==> src/rtl/rom_arbiter_pkg.sv <==
// rom_arbiter_pkg
//   Shared definitions for the two-port boot/code ROM read scheduler:
//   port count, port index type, default bus widths and the reset value
//   of the round-robin pointer.
package rom_arbiter_pkg;

    localparam int NPORTS         = 2;
    localparam int ADDR_WIDTH_DEF = 13;
    localparam int DATA_WIDTH_DEF = 32;

    typedef logic [0:0] port_idx_t;

    // Pointer starts at port 1 so that port 0 wins the first tie.
    localparam port_idx_t LAST_GRANT_RESET = 1'b1;

endpackage : rom_arbiter_pkg

==> src/rtl/rom_arbiter_if.sv <==
// rom_arbiter_if
//   One requester channel of the ROM arbiter: a valid/ready read request
//   (req_*) and a valid/ready read response (rsp_*).
//   master : the requester (drives req_valid, req_addr, rsp_ready)
//   slave  : the arbiter   (drives req_ready, rsp_valid, rsp_data)
interface rom_arbiter_if
    import rom_arbiter_pkg::*;
#(
    parameter int ADDR_WIDTH = ADDR_WIDTH_DEF,
    parameter int DATA_WIDTH = DATA_WIDTH_DEF
);

    logic                  req_valid;
    logic [ADDR_WIDTH-1:0] req_addr;
    logic                  req_ready;
    logic                  rsp_valid;
    logic [DATA_WIDTH-1:0] rsp_data;
    logic                  rsp_ready;

    modport master (
        output req_valid, req_addr, rsp_ready,
        input  req_ready, rsp_valid, rsp_data
    );

    modport slave (
        input  req_valid, req_addr, rsp_ready,
        output req_ready, rsp_valid, rsp_data
    );

endinterface : rom_arbiter_if

==> src/rtl/rom_arbiter_rr_arb2.sv <==
// rr_arb2
//   Two-input round-robin arbiter. One-hot grant is combinational from
//   the eligibility vector; on a tie the input other than the last
//   granted one wins. The last-grant pointer advances on every grant.
//   clk    : clock
//   rst_n  : asynchronous active-low reset
//   elig   : per-input eligibility
//   grant  : one-hot grant (all zero when nothing is eligible)
module rr_arb2
    import rom_arbiter_pkg::*;
(
    input  logic       clk,
    input  logic       rst_n,
    input  logic [1:0] elig,
    output logic [1:0] grant
);

    port_idx_t last_grant_q;
    port_idx_t last_grant_d;

    always_comb begin
        grant = 2'b00;
        case (elig)
            2'b01:   grant = 2'b01;
            2'b10:   grant = 2'b10;
            2'b11:   grant = (last_grant_q == 1'b1) ? 2'b01 : 2'b10;
            default: grant = 2'b00;
        endcase

        last_grant_d = last_grant_q;
        if (grant[0]) begin
            last_grant_d = 1'b0;
        end else if (grant[1]) begin
            last_grant_d = 1'b1;
        end
    end

    always_ff @(posedge clk or negedge rst_n) begin
        if (!rst_n) begin
            last_grant_q <= LAST_GRANT_RESET;
        end else begin
            last_grant_q <= last_grant_d;
        end
    end

endmodule : rr_arb2

==> src/rtl/rom_arbiter.sv <==
// rom_arbiter
//   Two-port round-robin read scheduler in front of a synchronous ROM
//   (one read per clock, data one cycle after the address is sampled).
//   Each port owns a single registered response slot; a port is only
//   granted when it has no read in flight and its slot is free or being
//   consumed this cycle. Grant-to-response latency is fixed at 2 cycles.
//   CLK    : clock shared with the ROM macro
//   RSTn   : asynchronous active-low reset
//   p0, p1 : requester channels (p0 = instruction fetch, p1 = data/debug)
//   rom_EN : ROM read strobe
//   rom_A  : ROM word address
//   rom_Do : ROM read data
module rom_arbiter
    import rom_arbiter_pkg::*;
#(
    parameter int ADDR_WIDTH = ADDR_WIDTH_DEF,
    parameter int DATA_WIDTH = DATA_WIDTH_DEF
) (
    input  logic                  CLK,
    input  logic                  RSTn,
    rom_arbiter_if.slave          p0,
    rom_arbiter_if.slave          p1,
    output logic                  rom_EN,
    output logic [ADDR_WIDTH-1:0] rom_A,
    input  logic [DATA_WIDTH-1:0] rom_Do
);

    logic [NPORTS-1:0]     req_valid;
    logic [NPORTS-1:0]     rsp_ready;
    logic [ADDR_WIDTH-1:0] req_addr [NPORTS];
    logic [NPORTS-1:0]     elig;
    logic [NPORTS-1:0]     grant;

    logic [NPORTS-1:0]     inflight_q;
    logic [NPORTS-1:0]     inflight_d;
    logic [NPORTS-1:0]     rsp_valid_q;
    logic [NPORTS-1:0]     rsp_valid_d;
    logic [DATA_WIDTH-1:0] rsp_data_q [NPORTS];
    logic [DATA_WIDTH-1:0] rsp_data_d [NPORTS];
    logic [ADDR_WIDTH-1:0] rom_a_q;
    logic [ADDR_WIDTH-1:0] rom_a_d;

    always_comb begin
        req_valid   = {p1.req_valid, p0.req_valid};
        rsp_ready   = {p1.rsp_ready, p0.rsp_ready};
        req_addr[0] = p0.req_addr;
        req_addr[1] = p1.req_addr;
    end

    // A port whose response slot is full and not being drained cannot
    // accept another read. RSTn gates eligibility so that no grant (and
    // no ROM strobe) leaks out while reset is held.
    always_comb begin
        elig = '0;
        for (int p = 0; p < NPORTS; p++) begin
            elig[p] = RSTn & req_valid[p] & ~inflight_q[p]
                      & ~(rsp_valid_q[p] & ~rsp_ready[p]);
        end
    end

    rr_arb2 u_arb (
        .clk   (CLK),
        .rst_n (RSTn),
        .elig  (elig),
        .grant (grant)
    );

    // rom_A follows the granted port; on idle cycles it replays the last
    // issued address so the ROM address pins do not toggle.
    always_comb begin
        rom_EN = |grant;
        rom_A  = rom_a_q;
        if (grant[0]) begin
            rom_A = req_addr[0];
        end else if (grant[1]) begin
            rom_A = req_addr[1];
        end
        rom_a_d = rom_A;
    end

    // Capture (read in flight last cycle) takes priority over consume;
    // eligibility already guarantees the slot is free or draining then.
    always_comb begin
        inflight_d = grant;
        for (int p = 0; p < NPORTS; p++) begin
            rsp_valid_d[p] = rsp_valid_q[p];
            rsp_data_d[p]  = rsp_data_q[p];
            if (inflight_q[p]) begin
                rsp_valid_d[p] = 1'b1;
                rsp_data_d[p]  = rom_Do;
            end else if (rsp_valid_q[p] && rsp_ready[p]) begin
                rsp_valid_d[p] = 1'b0;
            end
        end
    end

    always_ff @(posedge CLK or negedge RSTn) begin
        if (!RSTn) begin
            inflight_q  <= '0;
            rsp_valid_q <= '0;
            rom_a_q     <= '0;
            for (int p = 0; p < NPORTS; p++) begin
                rsp_data_q[p] <= '0;
            end
        end else begin
            inflight_q  <= inflight_d;
            rsp_valid_q <= rsp_valid_d;
            rom_a_q     <= rom_a_d;
            for (int p = 0; p < NPORTS; p++) begin
                rsp_data_q[p] <= rsp_data_d[p];
            end
        end
    end

    assign p0.req_ready = grant[0];
    assign p1.req_ready = grant[1];
    assign p0.rsp_valid = rsp_valid_q[0];
    assign p1.rsp_valid = rsp_valid_q[1];
    assign p0.rsp_data  = rsp_data_q[0];
    assign p1.rsp_data  = rsp_data_q[1];

    // Requesters must hold valid and address steady until accepted.
    a_p0_req_stable: assert property (@(posedge CLK) disable iff (!RSTn)
        (p0.req_valid && !p0.req_ready) |=> (p0.req_valid && $stable(p0.req_addr)));
    a_p1_req_stable: assert property (@(posedge CLK) disable iff (!RSTn)
        (p1.req_valid && !p1.req_ready) |=> (p1.req_valid && $stable(p1.req_addr)));

endmodule : rom_arbiter
==> src/flat_wrapper.sv <==
// flat-port wrapper written by rule: the top's interface ports become plain ports
module rom_arbiter_flat import rom_arbiter_pkg::*;
#(
    parameter int ADDR_WIDTH = ADDR_WIDTH_DEF,
    parameter int DATA_WIDTH = DATA_WIDTH_DEF
)
  (CLK, RSTn, rom_EN, rom_A, rom_Do, p0_req_valid, p0_req_addr, p0_rsp_ready, p0_req_ready, p0_rsp_valid, p0_rsp_data, p1_req_valid, p1_req_addr, p1_rsp_ready, p1_req_ready, p1_rsp_valid, p1_rsp_data);
  rom_arbiter_if #(.ADDR_WIDTH(ADDR_WIDTH), .DATA_WIDTH(DATA_WIDTH)) p0_i ();
  rom_arbiter_if #(.ADDR_WIDTH(ADDR_WIDTH), .DATA_WIDTH(DATA_WIDTH)) p1_i ();
  input  logic CLK;
  input  logic RSTn;
  output logic rom_EN;
  output logic [ADDR_WIDTH-1:0] rom_A;
  input  logic [DATA_WIDTH-1:0] rom_Do;
  input wire logic [$bits(p0_i.req_valid)-1:0] p0_req_valid;
  input wire logic [$bits(p0_i.req_addr)-1:0] p0_req_addr;
  input wire logic [$bits(p0_i.rsp_ready)-1:0] p0_rsp_ready;
  output wire logic [$bits(p0_i.req_ready)-1:0] p0_req_ready;
  output wire logic [$bits(p0_i.rsp_valid)-1:0] p0_rsp_valid;
  output wire logic [$bits(p0_i.rsp_data)-1:0] p0_rsp_data;
  input wire logic [$bits(p1_i.req_valid)-1:0] p1_req_valid;
  input wire logic [$bits(p1_i.req_addr)-1:0] p1_req_addr;
  input wire logic [$bits(p1_i.rsp_ready)-1:0] p1_rsp_ready;
  output wire logic [$bits(p1_i.req_ready)-1:0] p1_req_ready;
  output wire logic [$bits(p1_i.rsp_valid)-1:0] p1_rsp_valid;
  output wire logic [$bits(p1_i.rsp_data)-1:0] p1_rsp_data;
  assign p0_i.req_valid = p0_req_valid;
  assign p0_i.req_addr = p0_req_addr;
  assign p0_i.rsp_ready = p0_rsp_ready;
  assign p0_req_ready = p0_i.req_ready;
  assign p0_rsp_valid = p0_i.rsp_valid;
  assign p0_rsp_data = p0_i.rsp_data;
  assign p1_i.req_valid = p1_req_valid;
  assign p1_i.req_addr = p1_req_addr;
  assign p1_i.rsp_ready = p1_rsp_ready;
  assign p1_req_ready = p1_i.req_ready;
  assign p1_rsp_valid = p1_i.rsp_valid;
  assign p1_rsp_data = p1_i.rsp_data;
  rom_arbiter #(.ADDR_WIDTH(ADDR_WIDTH), .DATA_WIDTH(DATA_WIDTH)) u_core (.CLK(CLK), .RSTn(RSTn), .p0(p0_i), .p1(p1_i), .rom_EN(rom_EN), .rom_A(rom_A), .rom_Do(rom_Do));
endmodule
==> config.mk <==
export PLATFORM = sky130hd
export DESIGN_NAME = rom_arbiter_flat
export DESIGN_NICKNAME = d
export VERILOG_FILES = /design/src/rtl/rom_arbiter_pkg.sv /design/src/rtl/rom_arbiter_if.sv /design/src/rtl/rom_arbiter_rr_arb2.sv /design/src/rtl/rom_arbiter.sv /design/src/flat_wrapper.sv
export SDC_FILE = /design/constraint.sdc
export NUM_CORES = 1
export LEC_CHECK = 0
export ABC_AREA = 1
export BUFFER_PORTS_ARGS = -buffer_cell sky130_fd_sc_hd__buf_2
export CAP_MARGIN = 15
export CORE_MARGIN = 2
export CORE_UTILIZATION = 49
export CTS_BUF_LIST = sky130_fd_sc_hd__clkbuf_8
export DETAILED_ROUTE_END_ITERATION = 10
export GPL_TIMING_DRIVEN = 1
export PLACE_DENSITY = 0.82
export SETUP_SLACK_MARGIN = 0.5
export SYNTH_ARGS = -nofsm -noshare
export SYNTH_HDL_FRONTEND = slang
export SYNTH_HIERARCHICAL = 1
export SYNTH_SLANG_ARGS = --single-unit
==> constraint.sdc <==
create_clock -name CLK -period 2.42 [get_ports CLK]
set_clock_uncertainty 0.1 [all_clocks]
set_input_delay 0.242 -clock CLK [delete_from_list [all_inputs] [get_ports CLK]]
set_output_delay 0.242 -clock CLK [all_outputs]
set_load 0.1 [all_outputs]
* Word-level counts from Yosys, hierarchy flattened
Cells that the tools add are included. Widths: inputs -> output; s select.
Word-level totals: bits in registers 82, output and inout bits 82, logic and storage cells 40
Operators by class: equality and inequality tests 3, muxes and demuxes 10, bitwise logic cells 14, reduce and logical (&&, ||, !) cells 6
Operators with widths (count):
- $mux 13 | 2
- $and 1x1->1 | 8
- $mux 1 | 6
- $not 1->1 | 6
- $pmux 2 s3 | 1
- $reduce_bool 2->1 | 3
- $eq 2x2->1 const B | 2
- $eq 2x1->1 const B | 1
- $logic_and 1x1->1 | 2
- $mux 2 | 1
- $reduce_or 2->1 | 1

* Logic depth before layout (Yosys ltp)
depth in word-level cells 8, gate-level depth with buffers 10

* Hierarchy
Netlist, hierarchy kept.
By module, submodules not included:
- rom_arbiter | times used 1, cells each 393, area an instance 3368.2 um2
- rr_arb2 | times used 1, cells each 11, area an instance 66.3 um2

* Worst setup path before layout
Ideal clock, no wire load.
kind flip-flop to flip-flop, start point register u_core.rsp_valid_q[0], end point register u_core.rom_a_q[1], arrival 4.034 ns, data required time 1.935 ns, slack -2.099 ns, cell stages (with the launch flop) 9, clock period less this slack 4.519 ns, path through dfrtp_1 -> inv_1 -> o21bai_1 -> nor2_1 -> a21oi_1 -> buf_4 -> nand2_1 -> nand3_1 -> nand2_1
Between the ends: longest elaborated chain between the ends 7, elaborated cells between the ends (all ways) 9, classes of those cells eq/ne (3); mux (3); bitwise (3)
RTL lines:
- start: declaration | line rom_arbiter.sv:36 | logic [NPORTS-1:0] rsp_valid_q;
- start signal: assignment | line rom_arbiter.sv:107 | rsp_valid_q <= rsp_valid_d;
- $and 1x1->1 (*) | line rom_arbiter.sv:57 | & ~(rsp_valid_q[p] & ~rsp_ready[p]);
- $not 1->1 (*) | line rom_arbiter.sv:57
- $and 1x1->1 (*) | line rom_arbiter.sv:57
- net u_core.elig[0] | line rom_arbiter.sv:31 | logic [NPORTS-1:0] elig;
- $eq 2x2->1 / $eq 2x1->1 (equally long branches) | line rom_arbiter_rr_arb2.sv:23 | case (elig)
- $pmux 2 s3 (*) | line rom_arbiter_rr_arb2.sv:23
- net p1_req_ready | line flat_wrapper.sv:24 | output wire logic [$bits(p1_i.req_ready)-1:0] p1_req_ready;
- $mux 13 (*) | line rom_arbiter.sv:75 | end else if (grant[1]) begin
- $mux 13 (*) | line rom_arbiter.sv:73 | if (grant[0]) begin
- net rom_A[1] | line flat_wrapper.sv:13 | output logic [ADDR_WIDTH-1:0] rom_A;
- end signal: assignment | line rom_arbiter.sv:108 | rom_a_q <= rom_a_d;
- end: declaration | line rom_arbiter.sv:40 | logic [ADDR_WIDTH-1:0] rom_a_q;
Mark *: on every way through the listed nets, which the timed path passes. The rest lies on a longest branch. A chain may end at the register's enable or synchronous reset.

* Final worst setup path
start point register u_core.rsp_valid_q[1], end point output port rom_A[1]
Between the ends: longest elaborated chain between the ends 7, elaborated cells between the ends (all ways) 9, classes of those cells eq/ne (3); mux (3); bitwise (3)
RTL lines (line):
- $and 1x1->1 (*) | rom_arbiter.sv:57
- $not 1->1 (*) | rom_arbiter.sv:57
- $and 1x1->1 (*) | rom_arbiter.sv:57
- net u_core.elig[1] | rom_arbiter.sv:31
- $eq 2x2->1 / $eq 2x1->1 (equally long branches) | rom_arbiter_rr_arb2.sv:23
- $pmux 2 s3 (*) | rom_arbiter_rr_arb2.sv:23
- $mux 13 | rom_arbiter.sv:75
- $mux 13 (*) | rom_arbiter.sv:73
- end: declaration | flat_wrapper.sv:13
Marked as above.

==> summary.txt <==
Timing
  – Worst setup margin: 0.05151 ns
  – Max Freq: 0.4222 GHz
  – Final hold violations: 0
  – Final setup violation count: 0
  – Worst Max-Slew Pin Slew: 0.9502 ns
  – Max Slew Vio Count: 0
  – Final Critical Period: 2.368 ns
  – Slew Limit Headroom: 36.65%
  – RSZ-0062 raised after global routing: true
  – Fin crit share: a little over nine tenths

Synth
  – Synth area leader: dfrtp_1
  – Post-synthesis register bit count: 82
  – Simple-Gate Fraction of Synth Area: 15.81%
  – Post-synth top area share: 59.02%
  – Syn Nets: between 400 and 500
  – Main combinational cell family by area after synthesis: simple AND/OR/NAND/NOR gates
  – Warnings from Yosys: 6
  – Mapped Cells: 404
  – Adder-cell share of the synthesized area: 0%
  – Yosys cell types: 15
  – Synth Area per Inst: 8.501 um2
  – Sequential fraction of the synthesis area: between 50% and 60%
  – Synth Area in XOR/XNOR: 0%
  – Synth Area in Compound Gates: 9.909%
  – Synthesized cell area: 3435 um2
  – Synth top area cells: dfrtp_1, nand2_1, inv_1, o21ai_0, buf_4
  – Mux cell area share after synthesis: 0%

Place
  – IO Port Bufs: 145
  – Placement Cell Area: roughly 4700 um2
  – Post-place setup slack: 0.2310 ns
  – DP Wirelength: 5.562 mm
  – Final Wtd Congestion: approximately 0.79
  – Placed Cells: 632

Global routing
  – Largest net degree at the start of global routing: 75
  – Vias in the first global route: between 3000 and 4000
  – Tot GR Track Use: a little under a quarter
  – First-pass GRT wire length: 14.01 mm
  – Grt total ovfl: 0
  – Initial antenna violation count: 0

Route
  – Met2 WL post-DR: ~5.2 mm
  – Avg WL per Cell: 15.61 um
  – Max layer used: met4
  – Initial DRT Pass Iterations: 4
  – Drc violations: 0
  – Initial DRC Count: 210
  – Wire length on met1: 4.187 mm
  – Post-DR vias/cell: 4.804
  – Post-DRT Antenna Nets: 0
  – Via Count: 3219
  – Routed WL: 10.46 mm
  – DR WL met3: 812 um

Setup path
  – R2R Path Start: u_core/rsp_valid_q[1]$_DFFE_PN0P_
  – R2R Path End: u_core/rom_a_q[12]$_DFF_PN0_
  – Startpoint types: flop
  – R2R Setup Slk: approximately 0.63 ns
  – Worst path cell trace: inv_2, o21bai_4, nor2_4, inv_2, nand2_2, nand2_4, buf_8, inv_6, nand3_2, nand2_4, buf_12
  – Critical Path RT: 2.08 ns
  – Critical Path Max Stage Delay: 0.49 ns
  – Slowest-stage cell, CP: dfrtp_4
  – Reg2reg path depth: 11
  – CP Capture Type: output pin
  – Crit Path Class: reg -> out
  – CP arrival: 2.03 ns
  – Critical Path Fanout Max: 7

Run status
  – Status: finished, final reports clean

Floorplan
  – Core area: ~6800 um2
  – Die Wd: just under 90 um
  – Die height: 87.72 um
  – Top Ports: 146
  – Die footprint: 7695 um2
  – Initial Utilization: roughly half
  – Core Rows: 30

Layout
  – Non-Filler Instances: 670
  – Nets@finish: 633
  – Commonest cells after routing, fill and taps aside: buf_2, inv_1, dfrtp_1, nand2_1, o21ai_0
  – Synth-to-Final Area Change: 61.02%
  – Layout fillers: 393
  – Commonest non-fill, non-tap cell in the layout: buf_2
  – Fin area: 5530 um2
  – ANT cells: 0
  – Layout cells sized above 1: 46.52%

Clock network
  – Clock transition at path regs: 0.09 ns
  – CTS tree: done
  – H-Tree Depth: 3
  – Clk buf depth: 2
  – Clk Latency, worst-skew pair: 0.35 ns
  – CTS Buf Count: 9
  – Clk root buf: clkbuf_8
  – Clk sinks: 82

Power and ir drop
  – PwrDens: 1363 nW/um2
  – VDD IR max: 0.0008027 V
  – Pleak: 2.880 nW

Min path
  – Hold path startpoint: rom_Do[22]
  – Hold depth: 3
  – Hold EP: u_core/p0.rsp_data[22]$_DFFE_PN0P_
  – Worst hold path type: in -> reg

Run
  – Max Cap Viol: 0
worst max path at each step:
stage	to	start	slack, ns	cells after the start
2_1_floorplan	rom_A[10]	u_core/rsp_valid_q[1]$_DFFE_PN0P_	-0.22	10
3_3_place_gp	rom_A[9]	u_core/rsp_valid_q[1]$_DFFE_PN0P_	0.30	10
3_5_place_dp	rom_A[3]	u_core/rsp_valid_q[1]$_DFFE_PN0P_	0.23	10
4_1_cts	rom_A[3]	u_core/rsp_valid_q[0]$_DFFE_PN0P_	0.04	11
5_1_grt	rom_A[1]	u_core/rsp_valid_q[1]$_DFFE_PN0P_	-0.03	11
6_report	rom_A[1]	u_core/rsp_valid_q[1]$_DFFE_PN0P_	0.05	11
metal layers:
layer,vias up,GRT usage [%]
li1,1523,-
met3,21,9.519
met1,1533,29.11
met4,0,5.734
met5,-,0
met2,142,37.74
synth_stat cells, drive strengths merged:
library cell	number
a21oi	1
buf	16
clkbuf	2
dfrtp	81
dfstp	1
inv	97
nand2	124
nand3	14
nor2	2
o21ai	64
o21bai	2
cell families (layout without fill, tap and decap cells):
logic type	Yosys count	in the layout
AND/OR/NAND/NOR	140	140
AO/OA/AOI/OAI	67	67
flip-flops	82	82
buffers and inverters	115	285
critical path: cells and delay by family, from the launching register on:
kind / cells / cell delay [ns]
AOI/OAI and AO/OA: 1 / 0.07
and+or+nand+nor: 5 / 0.51
DFF: 1 / 0.49
buffers and inverters: 5 / 0.61
cell type report:
class	count	area, um2	share of cell area (%)
multi-input combinational	207	1433	25.90
timing repair buffer	171	1274	23.03
clock inverter	7	123.9	2.240
timing repair inverter	1	8.758	0.1584
clock buffer	9	123.9	2.240
inverter	97	384.1	6.946
tap	96	120.1	2.172
sequential	82	2063	37.31
sequential cells by signal, indices dropped and copies added (netlist names):
name	count
u_core/rom_a_q	13
u_core/rsp_valid_q	2
u_core/p0.rsp_data	32
u_core/inflight_q	2
u_core/u_arb/last_grant_q	1
u_core/p1.rsp_data	32
report_power, final:
group / switching, mW / internal [mW] / total, mW
Sequential: 0.187 / 1.73 / 1.92
Combinational: 3.50 / 0.892 / 4.39
Clock: 0.532 / 0.695 / 1.23
Total: 4.22 / 3.32 / 7.54
what timing repair did:
action                                  CTS  global route
pin swaps                                 8            18
setup buffers                             9            10
endpoints found under the hold margin     8             0
gates resized for setup                  24            68
gates cloned                              1             1
endpoints found under the setup margin   16            16
hold buffers                              1             0
through the flow:
| stage | hold WS, ns | utilization, % | setup TNS, ns | power [mW] |
|---|---|---|---|---|
| after CTS | 0.003751 | 75.82 | 0 | 7.318 |
| after detailed placement | -0.009539 | 69.56 | 0 | 6.037 |
| after floorplan | -0.1536 | - | -3.481 | 5.208 |
| after global routing | 0.01229 | 81.40 | -0.07350 | 7.814 |
| final | 0.01395 | 81.40 | 0 | 7.536 |
| after global placement | -0.01192 | 69.56 | 0 | 5.992 |
Power figures use the tool's default switching activity.
